--- src/rtl/i2c_sync_fifo.sv ---
`default_nettype none
// ============================================================================
// Module      : i2c_sync_fifo
// Description : Single-clock FIFO between the APB bridge and the I2C core.
//               Used for both the TX path (bridge pushes, core pops) and the
//               RX path (core pushes, bridge pops). Provides a fill level,
//               almost-full/almost-empty flags and sticky overflow/underflow
//               error flags.
//               Build option FIFO_FWFT_EN: when defined, DATA_OUT shows the
//               head word combinationally (first-word-fall-through); when not
//               defined, DATA_OUT is registered and updates the cycle after
//               an accepted pop.
// Revision    : 1.0  initial release
// ============================================================================
module i2c_sync_fifo #(
  parameter int DWIDTH   = 32,
  parameter int AWIDTH   = 3,
  parameter int AF_LEVEL = 6,
  parameter int AE_LEVEL = 1
) (
  input  logic              PCLK,
  input  logic              PRESETn,
  input  logic              CLEAR,
  input  logic              WR_ENA,
  input  logic [DWIDTH-1:0] DATA_IN,
  input  logic              RD_ENA,
  output logic [DWIDTH-1:0] DATA_OUT,
  output logic              FULL,
  output logic              EMPTY,
  output logic              ALMOST_FULL,
  output logic              ALMOST_EMPTY,
  output logic [AWIDTH:0]   LEVEL,
  output logic              OVERFLOW,
  output logic              UNDERFLOW
);

  localparam int               DEPTH     = 1 << AWIDTH;
  localparam logic [AWIDTH:0]  DEPTH_LVL = (AWIDTH+1)'(DEPTH);
  localparam logic [AWIDTH:0]  AF_LVL    = (AWIDTH+1)'(AF_LEVEL);
  localparam logic [AWIDTH:0]  AE_LVL    = (AWIDTH+1)'(AE_LEVEL);
  localparam logic [AWIDTH:0]  LVL_ONE   = (AWIDTH+1)'(1);
  localparam logic [AWIDTH-1:0] PTR_ONE  = AWIDTH'(1);

  // Storage array; deliberately has no reset so it maps onto plain RAM.
  logic [DWIDTH-1:0] mem [DEPTH];

  logic [AWIDTH-1:0] wr_ptr;
  logic [AWIDTH-1:0] rd_ptr;
  logic [AWIDTH:0]   level;
  logic              overflow;
  logic              underflow;

  logic              is_full;
  logic              is_empty;
  logic              push_ok;
  logic              pop_ok;
  logic              push_rej;
  logic              pop_rej;

  // Status flags come straight off the registered level, so they move one
  // cycle after the operation that changed it.
  always_comb begin
    is_full  = (level == DEPTH_LVL);
    is_empty = (level == '0);
  end

  // Accept/reject decisions use the pre-edge level only: a pop in the same
  // cycle never frees room for a push on a full FIFO, and vice versa.
  // CLEAR overrides any request in the same cycle.
  always_comb begin
    push_ok  = WR_ENA & ~is_full  & ~CLEAR;
    pop_ok   = RD_ENA & ~is_empty & ~CLEAR;
    push_rej = WR_ENA &  is_full  & ~CLEAR;
    pop_rej  = RD_ENA &  is_empty & ~CLEAR;
  end

  // Write port: store the incoming word at the write pointer on an accepted push.
  always_ff @(posedge PCLK) begin
    if (PRESETn && push_ok) begin
      mem[wr_ptr] <= DATA_IN;
    end
  end

  // Pointer and level bookkeeping; reset and CLEAR both empty the FIFO.
  always_ff @(posedge PCLK) begin
    if (!PRESETn) begin
      wr_ptr <= '0;
      rd_ptr <= '0;
      level  <= '0;
    end else if (CLEAR) begin
      wr_ptr <= '0;
      rd_ptr <= '0;
      level  <= '0;
    end else begin
      if (push_ok) begin
        wr_ptr <= wr_ptr + PTR_ONE;
      end
      if (pop_ok) begin
        rd_ptr <= rd_ptr + PTR_ONE;
      end
      if (push_ok && !pop_ok) begin
        level <= level + LVL_ONE;
      end else if (pop_ok && !push_ok) begin
        level <= level - LVL_ONE;
      end
    end
  end

  // Sticky error flags: set on a rejected request, cleared only by CLEAR or reset.
  always_ff @(posedge PCLK) begin
    if (!PRESETn) begin
      overflow  <= 1'b0;
      underflow <= 1'b0;
    end else if (CLEAR) begin
      overflow  <= 1'b0;
      underflow <= 1'b0;
    end else begin
      if (push_rej) begin
        overflow <= 1'b1;
      end
      if (pop_rej) begin
        underflow <= 1'b1;
      end
    end
  end

`ifdef FIFO_FWFT_EN
  // Head word falls through to the output; a pop in the same cycle consumes
  // exactly the word currently shown. Content is meaningless while empty.
  always_comb begin
    DATA_OUT = mem[rd_ptr];
  end
`else
  logic [DWIDTH-1:0] data_q;

  // Registered read port: the popped word appears the cycle after RD_ENA and
  // is held until the next accepted pop.
  always_ff @(posedge PCLK) begin
    if (!PRESETn) begin
      data_q <= '0;
    end else if (CLEAR) begin
      data_q <= '0;
    end else if (pop_ok) begin
      data_q <= mem[rd_ptr];
    end
  end

  // Drive the output from the read register.
  always_comb begin
    DATA_OUT = data_q;
  end
`endif

  // Output assignments derived from the registered state.
  always_comb begin
    FULL         = is_full;
    EMPTY        = is_empty;
    ALMOST_FULL  = (level >= AF_LVL);
    ALMOST_EMPTY = (level <= AE_LVL);
    LEVEL        = level;
    OVERFLOW     = overflow;
    UNDERFLOW    = underflow;
  end

endmodule
`default_nettype wire
--- config.mk ---
export PLATFORM = sky130hd
export DESIGN_NAME = i2c_sync_fifo
export DESIGN_NICKNAME = d
export VERILOG_FILES = /design/src/rtl/i2c_sync_fifo.sv
export SDC_FILE = /design/constraint.sdc
export NUM_CORES = 1
export LEC_CHECK = 0
export BUFFER_PORTS_ARGS = -buffer_cell sky130_fd_sc_hd__clkbuf_2
export CAP_MARGIN = 15
export CORE_MARGIN = 2
export CORE_UTILIZATION = 47
export CTS_CLUSTER_SIZE = 20
export DETAILED_ROUTE_END_ITERATION = 7
export PLACE_DENSITY = 0.71
export SYNTH_ARGS = -nofsm -noshare
export SYNTH_HDL_FRONTEND = slang
export SYNTH_SLANG_ARGS = --single-unit
--- constraint.sdc ---
create_clock -name PCLK -period 4.7 [get_ports PCLK]
set_input_delay 0.47 -clock PCLK [delete_from_list [all_inputs] [get_ports PCLK]]
set_output_delay 0.47 -clock PCLK [all_outputs]
set_load 0.01 [all_outputs]
-- Yosys cells after proc, flatten, opt, wreduce, memory -nomap -nowiden
Memories as Yosys holds them, arrays and structs flattened. A register that Yosys moved wholly into a read port is not among the register bits.
Cells that the tools add are included.
- bitwise logic cells: 12
- equal/unequal tests: 1
- order comparisons: 2
- mux-type cells: 4
- add/sub/neg operators: 4
- reductions and logical operators: 8
- operators by type and width (operator ; number):
    $and 1x1->1 ; 8
    $mux 4 ; 2
    $add 3x1->3 const B ; 2
    $add 4x1->4 const B ; 1
    $eq 4x4->1 const B ; 1
    $ge 4x3->1 const B ; 1
    $le 4x1->1 const B ; 1
    $logic_not 4->1 ; 1
    $not 1->1 ; 4
    $sub 4x1->4 const B ; 1
    $logic_and 1x1->1 ; 3
    $logic_not 1->1 ; 2
    $mux 1 ; 2
    $reduce_bool 2->1 ; 1
    $reduce_or 2->1 ; 1
- word-level logic and storage cells: 37
- bits in registers: 12
- output and inout bits: 42
- memories: 1
- bits in writable memories: 256
- input bits: 37
- memories (name ; words ; bits a word ; read ports ; clocked after Yosys merged registers in ; write ports ; RTL line ; text):
    mem ; 8 ; 32 ; 1 ; 1 ; 1 ; 45 ; logic [DWIDTH-1:0] mem [DEPTH];

-- Logic depth before layout (Yosys ltp)
Gate-level depths: netlist (run 1).
- depth in word-level cells: 8
- gate-level depth with buffers: 11
- depth with buffers taken out: 10

-- Worst setup path before layout (run 1)
No wires, ideal clock.
- path kind: reg2reg
- start: register level[0] (netlist: LEVEL[0])
- end: memory mem[1][0] (enable)
- setup time: 0.501 ns
- required time: 4.199 ns
- clock period less this slack: 4.713 ns
- buffers on the path: 0
- setup slack: -0.013 ns
- cell stages (with the launch flop): 6
- arrival: 4.211 ns
- path through: dfxtp_1 inv_1 ha_1 nand3b_1 nand3b_1 nor4_1
- longest elaborated chain between the ends: 7
- ends and longest elaborated chain (element ; RTL line ; text):
    start, declared ; 49 ; logic [AWIDTH:0] level;
    start signal, assigned ; 102 ; level <= level + LVL_ONE;
    start signal, assigned ; 104 ; level <= level - LVL_ONE;
    $eq 4x4->1 ; 63 ; is_full = (level == DEPTH_LVL);
    $not 1->1 ; 71 ; push_ok = WR_ENA & ~is_full & ~CLEAR;
    $and 1x1->1 (2 in a row) ; 71 ;
    $logic_and 1x1->1 ; 79 ; if (PRESETn && push_ok) begin
    $mux 1 ; 79 ;
    $mux 1 (not written as such) ; 80 ; mem[wr_ptr] <= DATA_IN;
    end, declared ; 45 ;
Every way passes these cells.

-- Final worst setup path (run 1)
- start: register level[0] (netlist: LEVEL[0])
- end: register level[3] (netlist: LEVEL[3])
- longest elaborated chain between the ends: 7
- elaborated cells on any way between the ends: 17
- classes of those cells: add/sub: 2; eq/ne: 1; mux: 2; bitwise: 6; reduce/logical: 6
- ends and longest elaborated chain (element ; RTL line):
    $eq 4x4->1 or $logic_not 4->1 (tied branches) ; 63, 64
    $not 1->1 (on tied branches) ; 71, 72
    $and 1x1->1 (on tied branches) (2 in a row) ; 71, 72
    $logic_not 1->1 (on tied branches) ; 103, 101
    $logic_and 1x1->1 (on tied branches) ; 103, 101
    $reduce_bool 2->1 (no source line) or $mux 4 (tied branches) ; -
Parallel ways exist; a longest one is shown, timed or not. The select of a mux whose other input is x is not followed.
A chain may end at the register's enable or synchronous reset.

==> impl_summary.log, run 1 <==
INFO  metric result_of_the_run = finished clean
INFO  metric hold_violation_count_in_the_final_report = 0
INFO  metric clockBufferDepth = 3
INFO  metric htreeDepth = 1
INFO  metric gp_congestion = 0.754
INFO  metric cts.root.buffer_cell = sky130_fd_sc_hd__clkbuf_16
INFO  metric cts_post_setup_buffers_inserted = 0
INFO  metric synth_cell_type_count = 34
INFO  metric wirelength = 22600 microns
INFO  metric syn_to_final_growth = 15.4%
INFO  metric switching_power = 0.00103 W
INFO  metric cts_inserted_buffers = 29
INFO  metric global_route.usage.total = 18.0%
INFO  metric drc_errors = 0
INFO  metric worstSetupPathType = reg -> reg
INFO  metric clock_insertion_delay_worst_skew = 0.54 ns
INFO  metric crit_required = 5.08 ns
INFO  metric netlist_area = 0.0113 sq mm
INFO  metric number_of_nets_in_the_layout = 765
INFO  metric synth_fa_ha_area_share = 0.774%
INFO  metric max_cap_violations = 0
INFO  metric endpoint_kind = register
INFO  metric mux_share_of_post_synthesis_cell_area = 12.1%
INFO  metric post_synth.cell_area_avg = 17.9 sq um
INFO  metric floorplan.core_area = 0.0235 sq mm
INFO  metric overflow = 0
INFO  metric timing.final.setup_violations = 0
INFO  metric syn-instance-count = 632
INFO  metric ys_ff_latch = 300
INFO  metric worst_setup_slack_before_clock_tree_synthesis = 1.25 ns
INFO  metric pre_repair_dr_iteration_count = 5
INFO  metric comb_power_share = 3.3%
INFO  metric die-width = 159 microns
INFO  metric detailedRoute.firstIterationViolations = 426
INFO  metric startpoint_type = register
INFO  metric wl_met2 = 11500 microns
INFO  metric drt-met1-wl = 9340 microns
INFO  metric largest_driver_fanout_on_the_critical_path = 35
INFO  metric r2r-start = LEVEL[0]$_SDFFE_PP0P_
INFO  metric cts_tree = yes
INFO  metric dieHeight = 159 microns
INFO  metric grt_antenna_before_repair = 1
INFO  metric first_pass_grt_wire_length = 35400 microns
INFO  metric power.switching_fraction = 19.2%
INFO  metric share_of_post_route_cells_with_drive_strength_above_1 = 24.7%
INFO  metric post_cts.resized_instances = 0
INFO  metric die-area = 0.0253 sq mm
INFO  metric dpl.hpwl = 12800 microns
INFO  metric standby_leakage_power = 4.17 nW
INFO  metric final-max-slew-violation-count = 0
INFO  metric register_area = 0.00857 sq mm
INFO  metric synth_simple_gate_area_share = 4.57%
INFO  metric clkSlewWorstSetupHoldPaths = 0.06 ns
INFO  metric postSynth.asyncResetShare = 0%
INFO  metric relative_contribution_of_the_clock_network_to_total_power = 42.0%
INFO  metric intPower = 0.00431 W
INFO  metric routed.top_layer = met4
INFO  metric avgRoutedWirePerCell = 21.3 microns
INFO  metric placement_rows = 56
INFO  metric synth_flop_cell = sky130_fd_sc_hd__edfxtp_1
INFO  metric synth.yosys.warnings = 0
INFO  metric wl_met3 = 1220 microns
INFO  metric hold_buffers = 0
INFO  metric route.antenna.remaining_nets = 0
INFO  metric compound_gate_fraction_of_synth_area = 4.29%
INFO  metric layout_common_cells = sky130_fd_sc_hd__edfxtp_1 (256), sky130_fd_sc_hd__clkbuf_2 (78), sky130_fd_sc_hd__mux2i_1 (65)
INFO  metric most_common_cell_after_layout_fill_and_taps_aside = sky130_fd_sc_hd__edfxtp_1
INFO  metric setup.worst_path.start = LEVEL[0]$_SDFFE_PP0P_
INFO  metric timing.critical_path.arrival = 3.84 ns
INFO  metric numPortBuffers = 78
INFO  metric min_cycle_time_layout = 3.47 ns
INFO  metric max_clock_freq = 288 MHz
INFO  metric timing.hold.ws = 0.208 ns
INFO  metric placed_cells = 1009
INFO  metric layout_worst_path_cycle_share = 73.8%
INFO  metric vias_in_the_first_global_route = 6166
INFO  metric initial_core_util = 48.1%
INFO  metric syn_nets = 676
INFO  metric n_fill_cell = 1806
INFO  metric worstRegToRegCells = 11
INFO  metric synth_enable_flop_cells = 256
INFO  metric grt_setup_unrepaired = no
INFO  metric p_seq_share = 54.8%
INFO  metric timing.reg2reg.setup_slack = 1.23 ns
INFO  metric routed_via_density = 5.60
INFO  metric slew_headroom = 24.7%
INFO  metric grt_start_max_net_pins = 52
INFO  metric clock_sinks = 300
INFO  metric actual_slew_at_the_worst_max_slew_pin = 1.13 ns
INFO  metric hp-class = in -> reg
INFO  metric final_critical_path_setup_slack = 1.23 ns
INFO  metric synth_seq_area_share = 75.7%
INFO  metric synthXorXnorAreaFrac = 0.542%
INFO  metric fin_worst_skew = 0.0158 ns
INFO  metric fin_cells = 1064
INFO  metric reg2reg_to = LEVEL[3]$_SDFFE_PP0P_
INFO  metric io_pins = 79
INFO  metric via_count = 5958
INFO  metric layout.core_utilization = 55.5%
INFO  metric crit_path_end = LEVEL[3]$_SDFFE_PP0P_
INFO  metric multi_input_logic_area = 0.00257 sq mm
INFO  metric vdd_ir_drop_max = 0.290 mV
INFO  metric synth_top_family_by_area = multiplexers
INFO  metric power.density_cell_area = 409 mW/mm^2
[worst min-delay path by stage]
stage	from	endpoint	slack (ns)	depth (start not counted)
global placement	UNDERFLOW$_SDFFE_PP0P_	UNDERFLOW$_SDFFE_PP0P_	0.45	2
detailed placement	UNDERFLOW$_SDFFE_PP0P_	UNDERFLOW$_SDFFE_PP0P_	0.47	2
finish	RD_ENA	UNDERFLOW$_SDFFE_PP0P_	0.21	3
CTS	DATA_IN[9]	mem[7][9]$_DFFE_PP_	0.19	1
global route	DATA_IN[2]	mem[3][2]$_DFFE_PP_	0.21	1
floorplan	wr_ptr[1]$_SDFFE_PP0N_	wr_ptr[1]$_SDFFE_PP0N_	0.50	2
[layout make-up]
| cell class | instances | share of cell area, % |
|---|---|---|
| Sequential cell | 300 | 65.7 |
| Multi-Input combinational cell | 290 | 19.7 |
| Clock buffer | 49 | 6.83 |
| Timing Repair Buffer | 95 | 4.19 |
| Tap cell | 319 | 3.06 |
| Clock inverter | 5 | 0.412 |
| Inverter | 5 | 0.144 |
| Antenna cell | 1 | 0.0192 |
[kinds of logic after synthesis]
kind of cell,Yosys count
AOI/OAI and AO/OA,73
xor gates and xnor gates,7
adders and majority gates,7
buffers and inverters,42
DFF,300
muxes,97
and+or+nand+nor,106
[cell usage after synthesis, drive strengths merged (3+ instances only)]
| library cell | number | area, sq um |
|---|---|---|
| edfxtp | 256 | 7690 |
| mux2i | 65 | 651 |
| nor2 | 45 | 169 |
| dfxtp | 44 | 881 |
| nor3 | 37 | 185 |
| a211oi | 32 | 240 |
| mux4 | 32 | 721 |
| o22ai | 32 | 200 |
| buf | 20 | 145 |
| clkbuf | 17 | 63.8 |
| a21oi | 7 | 35.0 |
| ha | 7 | 87.6 |
| nand2 | 7 | 26.3 |
| inv | 5 | 18.8 |
| xnor2 | 4 | 35.0 |
| nand2b | 3 | 18.8 |
| xor2 | 3 | 26.3 |
[registers in the layout, indices dropped and copies added, names as in the netlist]
name and count:
wr_ptr 3, LEVEL 4, DATA_OUT 32, UNDERFLOW 1, mem 256, OVERFLOW 1
rd_ptr 3
[metal layers]
metal / global-route usage (%) / vias up
li1: - / 2691
met1: 23.3 / 3055
met2: 31.4 / 173
met3: 3.05 / 39
met4: 5.21 / 0
met5: 0 / -
[per-stage QoR]
stage	power, W	TNS (ns)	cell area (sq um)
2_1_floorplan	0.00307	-0.829	11300
3_5_place_dp	0.00315	0	12100
6_report	0.00534	0	13100
3_3_place_gp	0.00314	0	12100
4_1_cts	0.00538	0	13100
5_1_grt	0.00550	0	13100
[worst max-delay path, stage by stage, from the launching register on]
cell and delay (ns):
sky130_fd_sc_hd__dfxtp_1 0.47, sky130_fd_sc_hd__inv_1 0.12, sky130_fd_sc_hd__ha_1 0.26, sky130_fd_sc_hd__nor3b_2 0.21
sky130_fd_sc_hd__nor3b_4 0.17, sky130_fd_sc_hd__buf_4 0.44, sky130_fd_sc_hd__inv_2 0.44, sky130_fd_sc_hd__ha_1 0.41
sky130_fd_sc_hd__or4_1 0.41, sky130_fd_sc_hd__a21oi_1 0.19, sky130_fd_sc_hd__xnor2_1 0.14, sky130_fd_sc_hd__nor2_1 0.05
[power by group through the flow]
stage | clock network (W) | registers, W | logic [W]
2_1_floorplan | 0 | 0.00298 | 0.0000974
3_3_place_gp | 0 | 0.00298 | 0.000165
3_5_place_dp | 0 | 0.00298 | 0.000174
4_1_cts | 0.00228 | 0.00292 | 0.000176
5_1_grt | 0.00238 | 0.00292 | 0.000191
6_report | 0.00224 | 0.00292 | 0.000174
Power figures use the tool's default switching activity.
==> run 2, diff against run 1 <==
==> constraint.sdc (replaced) <==
create_clock -name PCLK -period 3.1 [get_ports PCLK]
set_input_delay 0.31 -clock PCLK [delete_from_list [all_inputs] [get_ports PCLK]]
set_output_delay 0.31 -clock PCLK [all_outputs]
set_load 0.01 [all_outputs]
==> run 2 against run 1 <==
Die area stayed put. Flip-flop and latch count stayed put. Sequential power is 52% higher. Sequential share of layout area is 0.83 points lower. Global-route usage is 0.19 points lower. First-iteration DRC count is 7.7% higher. Power is 56% higher. Core utilization is 0.71 points higher. Final cell count is 1.4% higher. Critical path type unchanged. Largest cell class unchanged.
==> impl_summary.log, run 2 (synthesized netlist as in run 1, its figures left out) <==
INFO  metric result_of_the_run = finished clean
INFO  metric initial_core_util = 48.1%
INFO  metric cts.root.buffer_cell = sky130_fd_sc_hd__clkbuf_16
INFO  metric routed_via_density = 5.51
INFO  metric fin_area = 0.0132 sq mm
INFO  metric largest_reg_flops = 256
INFO  metric worstSetupPathType = reg -> reg
INFO  metric wirelength = 22600 microns
INFO  metric clock_sinks = 300
INFO  metric global_route.usage.total = 17.8%
INFO  metric number_of_nets_in_the_layout = 779
INFO  metric share_of_post_route_cells_with_drive_strength_above_1 = 26.4%
INFO  metric numPortBuffers = 78
INFO  metric final-max-slew-violation-count = 0
INFO  metric detailedRoute.firstIterationViolations = 459
INFO  metric hp-class = in -> reg
INFO  metric startpoint_type = register
INFO  metric grtUsageMet2 = 31.3%
INFO  metric via_count = 5950
INFO  metric placed_cells = 1021
INFO  metric max_cap_violations = 0
INFO  metric hold_buffers = 0
INFO  metric largest_driver_fanout_on_the_critical_path = 22
INFO  metric die-width = 159 microns
INFO  metric die-area = 0.0253 sq mm
INFO  metric placement_cell_area = 0.0122 sq mm
INFO  metric route.antenna.remaining_nets = 0
INFO  metric htreeDepth = 1
INFO  metric layout_common_cells = sky130_fd_sc_hd__edfxtp_1 (256), sky130_fd_sc_hd__clkbuf_2 (78), sky130_fd_sc_hd__mux2i_1 (65)
INFO  metric placement_rows = 56
INFO  metric io_pins = 79
INFO  metric post_cts.resized_instances = 0
INFO  metric avgRoutedWirePerCell = 20.9 microns
INFO  metric pre_repair_dr_iteration_count = 5
INFO  metric hold_violation_count_in_the_final_report = 0
INFO  metric grt_start_max_net_pins = 45
INFO  metric hold_start = RD_ENA
INFO  metric clock_insertion_delay_worst_skew = 0.54 ns
INFO  metric fin_cells = 1079
INFO  metric busiest_layer = met2
INFO  metric fin_worst_skew = 0.0103 ns
INFO  metric slew_headroom = 27.5%
INFO  metric syn_to_final_growth = 16.8%
INFO  metric gp_congestion = 0.766
INFO  metric min_cycle_time_layout = 2.61 ns
INFO  metric grt_util_met3 = 3.18%
INFO  metric layout_worst_path_cycle_share = 84.3%
INFO  metric dieHeight = 159 microns
INFO  metric r2r-start = LEVEL[0]$_SDFFE_PP0P_
INFO  metric setup.worst_path.start = LEVEL[0]$_SDFFE_PP0P_
INFO  metric standby_leakage_power = 4.26 nW
INFO  metric largest_register_by_flop_count = mem
INFO  metric max_clock_freq = 383 MHz
INFO  metric overflow = 0
INFO  metric drc_errors = 0
INFO  metric floorplan.core_area = 0.0235 sq mm
INFO  metric vias_in_the_first_global_route = 6365
INFO  metric grt_antenna_before_repair = 1
INFO  metric fin_tns_setup = 0 ns
INFO  metric first_pass_grt_wire_length = 35300 microns
INFO  metric actual_slew_at_the_worst_max_slew_pin = 1.09 ns
INFO  metric cts_post_setup_buffers_inserted = 0
INFO  metric grt_setup_unrepaired = no
INFO  metric cts_inserted_buffers = 31
INFO  metric vdd_ir_drop_max = 0.359 mV
INFO  metric timing.critical_path.arrival = 2.81 ns
INFO  metric clockBufferDepth = 3
INFO  metric dpl.hpwl = 13900 microns
INFO  metric total_power = 0.00830 W
INFO  metric power.density_cell_area = 628 mW/mm^2
INFO  metric most_common_cell_after_layout_fill_and_taps_aside = sky130_fd_sc_hd__edfxtp_1
INFO  metric endpoint_kind = register
INFO  metric timing.final.setup_violations = 0
INFO  metric crit_required = 3.30 ns
INFO  metric clkSlewWorstSetupHoldPaths = 0.06 ns
INFO  metric met1_usage = 22.8%
INFO  metric cts_tree = yes
-- run 2: cell type report --
cell class / count / area (sq um)
multi-input combinational: 290 / 2590
clock buffer: 41 / 853
antenna: 1 / 2.50
timing repair buffer: 107 / 633
sequential: 300 / 8570
inverter: 5 / 18.8
fill: 1828 / 10300
tap: 319 / 399
clock inverter: 16 / 155
-- run 2: path summary, 6_finish.rpt --
kind                            endpoint  slack, ns  cells after the start
setup / recovery    mem[6][30]$_DFFE_PP_       0.49                      9
hold / removal    UNDERFLOW$_SDFFE_PP0P_       0.04                      3
setup reg to reg    mem[6][30]$_DFFE_PP_       0.49                      9
hold reg to reg   UNDERFLOW$_SDFFE_PP0P_       0.49                      2
-- run 2: per-layer routing --
layer  share of wire, %  vias to the layer above  wire, microns
li1                   -                     2732              -
met3                6.3                       33           1420
met5                  0                        -              0
met4                1.7                        0            382
met1                 40                     3011           9120
met2                 52                      174          11600
-- run 2: where the power goes --
| group | internal, W | leakage (nW) | switching (W) |
|---|---|---|---|
| Combinational | 0.000102 | 1.10 | 0.000180 |
| Clock | 0.00217 | 0.496 | 0.00143 |
| Sequential | 0.00441 | 2.66 | 0.0000212 |
-- run 2: per-stage QoR --
stage,hold WS (ns),utilization (%),worst slack [ns]
after floorplan,0.409,-,-0.978
after CTS,0.0264,56.2,0.487
after global routing,0.0481,56.2,0.256
after detailed placement,0.468,51.9,0.496
after global placement,0.447,51.9,0.652
final,0.0450,56.2,0.488
-- run 2: worst max-delay path: stages (launching register included) --
cell and delay [ns]:
sky130_fd_sc_hd__dfxtp_1 0.47, sky130_fd_sc_hd__inv_1 0.13, sky130_fd_sc_hd__ha_1 0.26, sky130_fd_sc_hd__nand3b_1 0.14, sky130_fd_sc_hd__nand3b_1 0.09, sky130_fd_sc_hd__buf_4 0.18, sky130_fd_sc_hd__inv_1 0.14, sky130_fd_sc_hd__nand2_1 0.21
sky130_fd_sc_hd__nor3_2 0.26, sky130_fd_sc_hd__buf_4 0.37
==> run 3, diff against run 2 <==
--- a/config.mk
+++ b/config.mk
@@ -11,7 +11,7 @@
 export CORE_UTILIZATION = 47
 export CTS_CLUSTER_SIZE = 20
 export DETAILED_ROUTE_END_ITERATION = 7
-export PLACE_DENSITY = 0.71
+export PLACE_DENSITY = 0.69
 export SYNTH_ARGS = -nofsm -noshare
 export SYNTH_HDL_FRONTEND = slang
 export SYNTH_SLANG_ARGS = --single-unit
==> constraint.sdc (replaced) <==
create_clock -name PCLK -period 2.75 [get_ports PCLK]
set_input_delay 0.275 -clock PCLK [delete_from_list [all_inputs] [get_ports PCLK]]
set_output_delay 0.275 -clock PCLK [all_outputs]
set_load 0.01 [all_outputs]
==> run 3 against run 2 <==
Clock skew about the same. Sequential share of layout area up 0.17 points. Via count up 0.64%. Design area down 0.26%. Global-route usage up 0.095 points. Die area unchanged. Highest routed layer unchanged. Flip-flop and latch count unchanged. Clock power up 3%. Count of clock-buffer cells in the layout up 1. Maximum frequency up 3.7%. Critical path depth up 1.
==> impl_summary.log, run 3 (synthesized netlist as in run 1, its figures left out) <==
INFO  metric htreeDepth = 1
INFO  metric critical-path-top-cell-by-count = sky130_fd_sc_hd__ha_1
INFO  metric overflow = 0
INFO  metric cts.root.buffer_cell = sky130_fd_sc_hd__clkbuf_16
INFO  metric cts_inserted_buffers = 29
INFO  metric route.antenna.remaining_nets = 0
INFO  metric floorplan.core_area = 0.0235 sq mm
INFO  metric gp_congestion = 0.789
INFO  metric vdd_ir_drop_max = 0.421 mV
INFO  metric n_fill_cell = 1819
INFO  metric power.density_cell_area = 684 mW/mm^2
INFO  metric crit_required = 3.13 ns
INFO  metric vias_in_the_first_global_route = 6284
INFO  metric min_cycle_time_layout = 2.52 ns
INFO  metric actual_slew_at_the_worst_max_slew_pin = 1.13 ns
INFO  metric max_cap_violations = 0
INFO  metric clock_insertion_delay_worst_skew = 0.53 ns
INFO  metric io_pins = 79
INFO  metric fin_worst_skew = 0.0105 ns
INFO  metric post_cts.resized_instances = 0
INFO  metric layout_common_cells = sky130_fd_sc_hd__edfxtp_1 (256), sky130_fd_sc_hd__clkbuf_2 (78), sky130_fd_sc_hd__mux2i_1 (65)
INFO  metric layout.core_utilization = 56.0%
INFO  metric largest_reg_flops = 256
INFO  metric final-max-slew-violation-count = 0
INFO  metric share_of_post_route_cells_with_drive_strength_above_1 = 25.5%
INFO  metric worstSetupPathType = reg -> reg
INFO  metric slowest_delay = 0.48 ns
INFO  metric most_common_cell_after_layout_fill_and_taps_aside = sky130_fd_sc_hd__edfxtp_1
INFO  metric fin_area = 0.0132 sq mm
INFO  metric timing.critical_path.arrival = 2.90 ns
INFO  metric placement_rows = 56
INFO  metric startpoint_type = register
INFO  metric timing.critical_path.slowest_stage_cell = sky130_fd_sc_hd__dfxtp_1
INFO  metric clock_sinks = 300
INFO  metric die-area = 0.0253 sq mm
INFO  metric hold_violation_count_in_the_final_report = 0
INFO  metric cts_tree = yes
INFO  metric detailedRoute.firstIterationViolations = 350
INFO  metric layout_worst_path_cycle_share = 91.6%
INFO  metric timing.final.setup_violations = 0
INFO  metric worst_path_dominant_cell_family = simple AND/OR/NAND/NOR gates
INFO  metric cell_by_cell_listing_of_the_critical_path = inv_1 > ha_1 > nor3b_2 > nor3b_4 > inv_2 > ha_1 > or4_1 > a21oi_1 > xnor2_1 > nor2_1
INFO  metric dpl.hpwl = 13200 microns
INFO  metric standby_leakage_power = 4.21 nW
INFO  metric clkSlewWorstSetupHoldPaths = 0.06 ns
INFO  metric slew_headroom = 24.4%
INFO  metric avgRoutedWirePerCell = 20.9 microns
INFO  metric numPortBuffers = 78
INFO  metric grt_setup_unrepaired = no
INFO  metric register_area = 0.00857 sq mm
INFO  metric routed_via_density = 5.58
INFO  metric wirelength = 22500 microns
INFO  metric endpoint_kind = register
INFO  metric via_count = 5988
INFO  metric grt_start_max_net_pins = 47
INFO  metric max_clock_freq = 397 MHz
INFO  metric pre_repair_dr_iteration_count = 4
INFO  metric largest_driver_fanout_on_the_critical_path = 7
INFO  metric dieHeight = 159 microns
INFO  metric first_pass_grt_wire_length = 35200 microns
INFO  metric result_of_the_run = finished clean
INFO  metric syn_to_final_growth = 16.5%
INFO  metric number_of_nets_in_the_layout = 776
INFO  metric worst_path_bufs_invs = 2
INFO  metric die-width = 159 microns
INFO  metric num_antenna_cells = 0
INFO  metric grt_antenna_before_repair = 0
INFO  metric drc_errors = 0
INFO  metric clockBufferDepth = 3
INFO  metric global_route.usage.total = 17.9%
INFO  metric initial_core_util = 48.1%
INFO  metric hp-class = in -> reg
INFO  metric placement_cell_area = 0.0123 sq mm
INFO  metric multi_input_logic_area = 0.00262 sq mm
INFO  metric largest_register_by_flop_count = mem
==> run 3: cell types whose count changed in the layout (fill, tap and decap cells not counted), moves of 2 or more <==
cell	previous run	this run
sky130_fd_sc_hd__buf_4	27	20
sky130_fd_sc_hd__dlygate4sd3_1	0	2
sky130_fd_sc_hd__clkbuf_16	31	29
sky130_fd_sc_hd__nor3_4	0	4
sky130_fd_sc_hd__bufinv_16	3	1
sky130_fd_sc_hd__nor3_2	4	0
sky130_fd_sc_hd__buf_12	2	6
sky130_fd_sc_hd__clkbuf_1	6	8
==> run 3: worst reg2reg max path: cells and delay by family (launching register included) <==
kind,cells,cell delay [ns]
compound gates,1,0.18
xor+xnor,1,0.13
fa+ha+maj,2,0.52
buf+inv,2,0.18
flops,1,0.48
simple gates,4,0.87
==> run 3: layout make-up <==
class | instances | share of cell area [%]
inverters | 5 | 0.142
clock inverters | 11 | 0.598
multi-input cells | 290 | 19.8
repair buffers | 106 | 5.16
flip-flops and latches | 300 | 65.0
well taps | 319 | 3.03
clock buffers | 42 | 6.25
==> run 3: path summary, 6_finish.rpt <==
kind | start | slack (ns) | endpoint | depth (start not counted)
max reg2reg | LEVEL[0]$_SDFFE_PP0P_ | 0.23 | LEVEL[3]$_SDFFE_PP0P_ | 10
max | LEVEL[0]$_SDFFE_PP0P_ | 0.23 | LEVEL[3]$_SDFFE_PP0P_ | 10
min | DATA_IN[28] | 0.03 | mem[6][28]$_DFFE_PP_ | 1
min reg2reg | UNDERFLOW$_SDFFE_PP0P_ | 0.47 | UNDERFLOW$_SDFFE_PP0P_ | 2
==> run 3: report_power, final <==
group | switching (W) | total, W | leakage (nW) | internal (W)
combinational | 0.000204 | 0.000321 | 1.10 | 0.000117
sequential | 0.0000211 | 0.00499 | 2.66 | 0.00497
clock | 0.00156 | 0.00372 | 0.447 | 0.00216
total | 0.00178 | 0.00903 | 4.21 | 0.00724
==> run 3: what timing repair did <==
action / 4_1_cts / 5_1_grt
hold buffers: 2 / 0
hold endpoints to repair: 9 / 0
setup buffers: 0 / 0
==> run 3: metrics by stage <==
step | power (W) | hold slack [ns] | TNS (ns) | cells | setup WS (ns)
global route | 0.00929 | 0.0167 | 0 | 1073 | 0.0778
finish | 0.00903 | 0.0300 | 0 | 1073 | 0.231
floorplan | 0.00526 | 0.374 | -56.31 | 632 | -0.688
global placement | 0.00539 | 0.453 | 0 | 1018 | 0.376
CTS | 0.00910 | 0.000957 | 0 | 1073 | 0.236
detailed placement | 0.00540 | 0.465 | 0 | 1018 | 0.240
==> run 3: metal layers <==
layer	global-route usage (%)	vias up	wire length, microns
li1	-	2720	-
met5	0	-	0
met2	31.0	178	11300
met4	5.37	0	535
met3	2.81	44	1180
met1	23.5	3046	9490
